### config.mk
export PLATFORM = sky130hd
export DESIGN_NAME = uart_tx_serializer
export DESIGN_NICKNAME = d
export VERILOG_FILES = /design/src/rtl/uart_tx_serializer.sv
export SDC_FILE = /design/constraint.sdc
export NUM_CORES = 1
export LEC_CHECK = 0
export ABC_AREA = 1
export BUFFER_PORTS_ARGS = -buffer_cell sky130_fd_sc_hd__buf_2
export CORE_MARGIN = 2
export CORE_UTILIZATION = 45
export CTS_BUF_LIST = sky130_fd_sc_hd__clkbuf_8
export DETAILED_ROUTE_END_ITERATION = 10
export PLACE_DENSITY_LB_ADDON = 0.08
export SLEW_MARGIN = 30
export SYNTH_ARGS = -nofsm -noshare
export SYNTH_HDL_FRONTEND = slang
export SYNTH_SLANG_ARGS = --single-unit
### constraint.sdc
create_clock -name CLK -period 1.85 [get_ports CLK]
set_clock_uncertainty 0.1 [all_clocks]
set_input_delay 0.2775 -clock CLK [delete_from_list [all_inputs] [get_ports CLK]]
set_output_delay 0.2775 -clock CLK [all_outputs]
set_load 0.01 [all_outputs]
### src/rtl/uart_tx_serializer.sv
// UART transmit serializer: start bit, DATA_WIDTH data bits LSB first,
// optional even/odd parity bit, one stop bit. One clock cycle per bit period.
// TX_OUT and busy are both registered, so the line changes only on clock edges.
module uart_tx_serializer #(
    parameter int DATA_WIDTH = 8
) (
    input  logic                  CLK,
    input  logic                  RST,
    input  logic [DATA_WIDTH-1:0] P_DATA,
    input  logic                  Data_Valid,
    input  logic                  PAR_EN,
    input  logic                  PAR_TYP,
    output logic                  TX_OUT,
    output logic                  busy
);

    localparam int IDX_W = (DATA_WIDTH > 1) ? $clog2(DATA_WIDTH) : 1;
    localparam logic [IDX_W-1:0] LAST_IDX = IDX_W'(DATA_WIDTH - 1);

    typedef enum logic [2:0] {
        ST_IDLE   = 3'd0,
        ST_START  = 3'd1,
        ST_DATA   = 3'd2,
        ST_PARITY = 3'd3,
        ST_STOP   = 3'd4
    } state_t;

    // Parity of the latched word; odd_sel=1 selects odd parity.
    function automatic logic calc_parity(input logic [DATA_WIDTH-1:0] d,
                                         input logic odd_sel);
        return (^d) ^ odd_sel;
    endfunction

    state_t                state_r, state_s;
    logic [DATA_WIDTH-1:0] data_r, data_s;
    logic                  par_en_r, par_en_s;
    logic                  par_typ_r, par_typ_s;
    logic [IDX_W-1:0]      idx_r, idx_s;
    logic [IDX_W-1:0]      idx_inc_s;
    logic                  tx_s;
    logic                  busy_s;

    assign idx_inc_s = idx_r + IDX_W'(1'b1);

    // Next-state and next-output decode; outputs are computed one edge ahead
    // so the registered line carries the bit for the state being entered.
    always_comb begin
        state_s   = state_r;
        data_s    = data_r;
        par_en_s  = par_en_r;
        par_typ_s = par_typ_r;
        idx_s     = idx_r;
        tx_s      = 1'b1;
        busy_s    = 1'b0;
        case (state_r)
            ST_IDLE: begin
                if (Data_Valid) begin
                    data_s    = P_DATA;
                    par_en_s  = PAR_EN;
                    par_typ_s = PAR_TYP;
                    idx_s     = {IDX_W{1'b0}};
                    tx_s      = 1'b0;
                    busy_s    = 1'b1;
                    state_s   = ST_START;
                end else begin
                    tx_s   = 1'b1;
                    busy_s = 1'b0;
                end
            end
            ST_START: begin
                idx_s   = {IDX_W{1'b0}};
                tx_s    = data_r[0];
                busy_s  = 1'b1;
                state_s = ST_DATA;
            end
            ST_DATA: begin
                busy_s = 1'b1;
                if (idx_r == LAST_IDX) begin
                    // Index resets only as the state leaves DATA.
                    idx_s = {IDX_W{1'b0}};
                    if (par_en_r) begin
                        tx_s    = calc_parity(data_r, par_typ_r);
                        state_s = ST_PARITY;
                    end else begin
                        tx_s    = 1'b1;
                        state_s = ST_STOP;
                    end
                end else begin
                    idx_s = idx_inc_s;
                    tx_s  = data_r[idx_inc_s];
                end
            end
            ST_PARITY: begin
                tx_s    = 1'b1;
                busy_s  = 1'b1;
                state_s = ST_STOP;
            end
            ST_STOP: begin
                // Dropping busy here leaves one idle-high cycle before the
                // next request can be sampled.
                tx_s    = 1'b1;
                busy_s  = 1'b0;
                state_s = ST_IDLE;
            end
            default: begin
                tx_s    = 1'b1;
                busy_s  = 1'b0;
                idx_s   = {IDX_W{1'b0}};
                state_s = ST_IDLE;
            end
        endcase
    end

    // State, latched frame contents and registered line outputs.
    always_ff @(posedge CLK or negedge RST) begin
        if (!RST) begin
            state_r   <= ST_IDLE;
            data_r    <= {DATA_WIDTH{1'b0}};
            par_en_r  <= 1'b0;
            par_typ_r <= 1'b0;
            idx_r     <= {IDX_W{1'b0}};
            TX_OUT    <= 1'b1;
            busy      <= 1'b0;
        end else begin
            state_r   <= state_s;
            data_r    <= data_s;
            par_en_r  <= par_en_s;
            par_typ_r <= par_typ_s;
            idx_r     <= idx_s;
            TX_OUT    <= tx_s;
            busy      <= busy_s;
        end
    end

endmodule

Word level (Yosys, flattened, before mapping)
Index checks and enable logic that the tools add are counted.
Storage, ports and cells
  input bits: 13
  output and inout bits: 2
  register bits after elaboration: 18
  logic and storage cells: 40
Operators by class
  add/sub/neg operators: 1
  order comparisons: 1
  bitwise gates (word level): 2
  equal/unequal tests: 7
  mux-type cells: 15
  reduce and logical (&&, ||, !) cells: 7
Operator list (number)
  3-bit 2-to-1 mux: 5
  3-bit case mux with 4 select lines: 1
  3-bit case mux with 3 select lines: 1
  8-bit parity: 1
  3-bit by 2-bit equality test with 1-bit output (second input constant): 2
  3-bit equality test (second input constant): 2
  2-bit AND reduction: 3
  1-bit 2-to-1 mux: 5
  3-bit by 4-bit < comparator with 1-bit output (second input constant): 1
  2-bit != test (second input constant): 2
  3-bit by 1-bit adder with 3-bit output (second input constant): 1
  1-bit binary-select mux with 3-bit select: 1
  3-bit by 1-bit equality test with 1-bit output (second input constant): 1
  3-bit logical NOT: 1
  1-bit case mux with 3 select lines: 1
  3-bit OR reduction: 1
  1-bit case mux with 2 select lines: 1
  2-bit OR reduction: 1
  1-bit NOT: 1
  1-bit bitwise XOR: 1

Depth between registers and ports, before layout
  depth after elaboration: 5
  mapped depth: 11
  depth with buffers taken out: 11

Worst setup path before layout
Ideal clock, no wire load.
  kind: register to register
  start point: register idx_r[0]
  end point: register TX_OUT
  clock period less this slack: 1.564 ns
  slack: 0.286 ns
  library setup time: 0.078 ns
  path buffers: 0
  arrival: 1.387 ns
  required time: 1.672 ns
  cell stages (with the launch flop): 12
  path through: dfrtp_1 > ha_1 > ha_1 > inv_1 > a21oi_1 > o21ai_0 > nand3_1 > nand3_1 > nand2_1 > inv_1 > nand2_1 > nand2_1
On the way
  longest elaborated chain between the ends: 5
  elaborated cells between the ends (all ways): 6
  those cells by class: 1 x add/sub; 1 x eq/ne; 4 x mux
RTL lines
  from (decl): RTL line 38  | logic [IDX_W-1:0] idx_r, idx_s;
  from (signal assigned): RTL line 121  | idx_r <= {IDX_W{1'b0}};
  from (signal assigned): RTL line 129  | idx_r <= idx_s;
  3-bit by 1-bit adder with 3-bit output: RTL line 43  | assign idx_inc_s = idx_r + IDX_W'(1'b1);
  1-bit binary-select mux with 3-bit select: RTL line 90  | tx_s = data_r[idx_inc_s];
  1-bit 2-to-1 mux (implied by the code): RTL line 90
  1-bit 2-to-1 mux *: RTL line 78  | if (idx_r == LAST_IDX) begin
  1-bit case mux with 3 select lines *: RTL line 55  | case (state_r)
  net tx_s: RTL line 40  | logic tx_s;
  to (signal assigned): RTL line 130  | TX_OUT <= tx_s;
  to (decl): RTL line 13  | output logic TX_OUT,
Mark *: on every way through the listed nets, which the timed path passes. The rest lies on a longest branch. The select of a mux whose other input is x is not followed.
A chain may end at the register's enable or synchronous reset.

Final worst setup path
Ends and elaborated chain as after synthesis.

==> reports/qor.yml <==
floorplan:
  dieHeight_um: 52.2
  design.die.area_mm2: 0.00273
  io_pins: 15
  rows: 17
  start_util_pct: 47.3
  core_mm2: 0.00221
  die_w_um: 52.2
hold_path:
  hp-class: "in2reg"
  worstHoldStart: "PAR_EN"
  whs_path_depth: 2
placement:
  post-place-ws_ns: 0.186
  dpl_cell_area_mm2: 0.00114
  numPlacedInstances: 166
  port-buffer-count: 14
  place_hpwl_um: 1460
  gp_congestion: 0.839
setup_path:
  critPathLaunchType: "flop"
  path_class: "reg2reg"
  regToRegStartpoint: "idx_r[0]"
  slowest_delay_ns: 0.38
  crit_slowest_cell: "dfrtp_1"
  arrival_ns: 1.75
  cp_top_family: "adder cells"
  worstPathRequired_ns: 1.94
  crit_chain: "ha_1 > ha_1 > inv_1 > a21oi_1 > o21ai_0 > nand3_1 > nand3_1 > nand2_1 > inv_1 > nand2_1 > nand2_1"
  cp-end-kind: "flop"
  cp_max_fo: 5
  critical_path_buf_inv_count: 2
  worstRegToRegCells: 11
  path_common_cell: "nand2_1"
  startpoint: "idx_r[0]"
  worst-path-stages: 11
cts:
  ctsHtreeMaxLevel: 1
  cts_sinks: 18
  cts_tree: "built"
  numCtsBuffers: 3
  post_cts_resized: 0
  clk_pin_slew_ns: 0.07
  postCtsSetupBuffers: 0
  clk_latency_ns: 0.26
  root_buffer: "clkbuf_8"
  cts.path.max_buffers: 2
status:
  status: "complete, no violations"
timing:
  finalCriticalPeriod_ns: 1.66
  maxSlewViolCount: 0
  relSlewSlack_pct: 72.9
  setup-tns-final_ns: 0
  worst_slew_pin_slew_ns: 0.406
  final-setup-viol-count: 0
  rsz0062_at_grt: "false"
  fin_ws_ns: 0.185
  finalCritPeriodShare_pct: 90.0
  fmax_mhz: 601
  final_hold_viol_count: 0
synth:
  synth_cell_types: 23
  synth_edf_count: 0
  synth_async_sr_flop_share_pct: 100
  synthesis.area_mm2: 0.00105
  ys_ff_latch: 18
  yosysWarnings: 0
  syn_nets: 140
  synth_area_per_cell_um2: 8.37
  synthFlopType: "dfrtp_1"
  seq_area_frac_synth_pct: 43.2
  netlist_instances: 125
global_route:
  antenna_found_initial: 0
  first_global_vias: 731
  grt_max_degree: 19
  track_usage_pct: 16.6
  overflow: 0
  grt_pass1_wl_um: 3250
route:
  drt-total-wl_um: 1900
  drt_iter0_markers: 10
  vias_per_cell: 4.95
  ant_nets: 0
  drtPass1Iterations: 4
  routedWlPerCell_um: 11.1
  drc: 0
  vias: 847
job:
  cap_violations: 0
finish:
  stdcell_area_mm2: 0.00120
  antenna_cells: 0
  final_cell_mix: "32 x nand2_1, 18 x inv_1, 17 x dfrtp_1"
  fin_nets: 159
  fin_util_pct: 54.1
  fin_cells: 171
  mostFrequentLayoutCell: "nand2_1"
  drive_above_1_share_pct: 23.8
  synthToLayoutAreaGrowth_pct: 14.5
pwr:
  leakage_nw: 0.618
  irDropWorstVdd_v: 0.000848
  powerDensity_mw_per_mm2: 1770
state kept, by name, indices dropped and copies added, names as in the netlist:
| register | flops |
|---|---|
| busy | 1 |
| par_en_r | 1 |
| idx_r | 3 |
| data_r | 8 |
| TX_OUT | 1 |
| state_r | 3 |
| par_typ_r | 1 |
final cells by class:
cell class | instances | area (um2)
Fill cell | 219 | 1010
Multi-Input combinational cell | 88 | 514
Sequential cell | 18 | 452
Timing Repair Buffer | 16 | 87.6
Inverter | 17 | 63.8
Clock buffer | 3 | 41.3
Tap cell | 28 | 35.0
Clock inverter | 1 | 3.75
cells by family (layout without fill, tap and decap cells):
| kind of cell | after synthesis | in the layout | synth area share [%] |
|---|---|---|---|
| adder cells (fa/ha/maj) | 2 | 2 | 2.39 |
| AND/OR/NAND/NOR | 57 | 57 | 26.1 |
| AO/OA/AOI/OAI | 23 | 23 | 14.7 |
| buffers and inverters | 19 | 37 | 7.65 |
| flip-flops | 18 | 18 | 43.2 |
| multiplexers | 4 | 4 | 4.31 |
| XOR/XNOR | 2 | 2 | 1.67 |
through the flow:
step                hold slack, ns  power (mW)
floorplan                   -0.118        1.64
global placement             0.133        1.83
detailed placement           0.136        1.85
CTS                          0.144        2.15
global route                 0.148        2.34
finish                       0.146        2.12
synthesized netlist by cell type, types with 2 or more instances:
| library cell | n | area share (%) |
|---|---|---|
| nand3_1 | 9 | 4.3 |
| inv_1 | 17 | 6.1 |
| nand2_1 | 32 | 11 |
| o21ai_0 | 4 | 1.9 |
| nor2_1 | 9 | 3.2 |
| ha_1 | 2 | 2.4 |
| o21ai_2 | 4 | 3.3 |
| nand2_4 | 3 | 3.2 |
| mux2_2 | 4 | 4.3 |
| dfrtp_1 | 17 | 41 |
| a21oi_1 | 12 | 5.7 |
power breakdown:
part / switching, mW / internal (mW) / total, mW / leakage, nW
Sequential: 0.187 / 0.582 / 0.769 / 0.213
Clock: 0.138 / 0.148 / 0.285 / 0.0269
Combinational: 0.620 / 0.448 / 1.07 / 0.379
final timing paths:
kind | to | slack (ns)
worst max-delay path | TX_OUT | 0.19
worst min-delay path | par_en_r | 0.15
worst max register to register | TX_OUT | 0.19
worst min register to register | idx_r[1] | 0.42
max in group asynchronous | TX_OUT | 0.95
min in group asynchronous | data_r[7] | 0.38
timing repair:
action                                 CTS  global route
endpoints found under the hold margin   17             0
setup endpoints to repair                0             0
hold buffers                             1             0
per-layer routing:
layer	track usage [%]	share of wire, %	routed length, um	vias up
met5	0	0	0	-
met1	23.4	49	931	387
met4	7.69	1.6	31	0
li1	-	-	-	440
met3	3.43	4.3	81	5
met2	24.5	45	860	15
(Power assumes the default switching activity.)
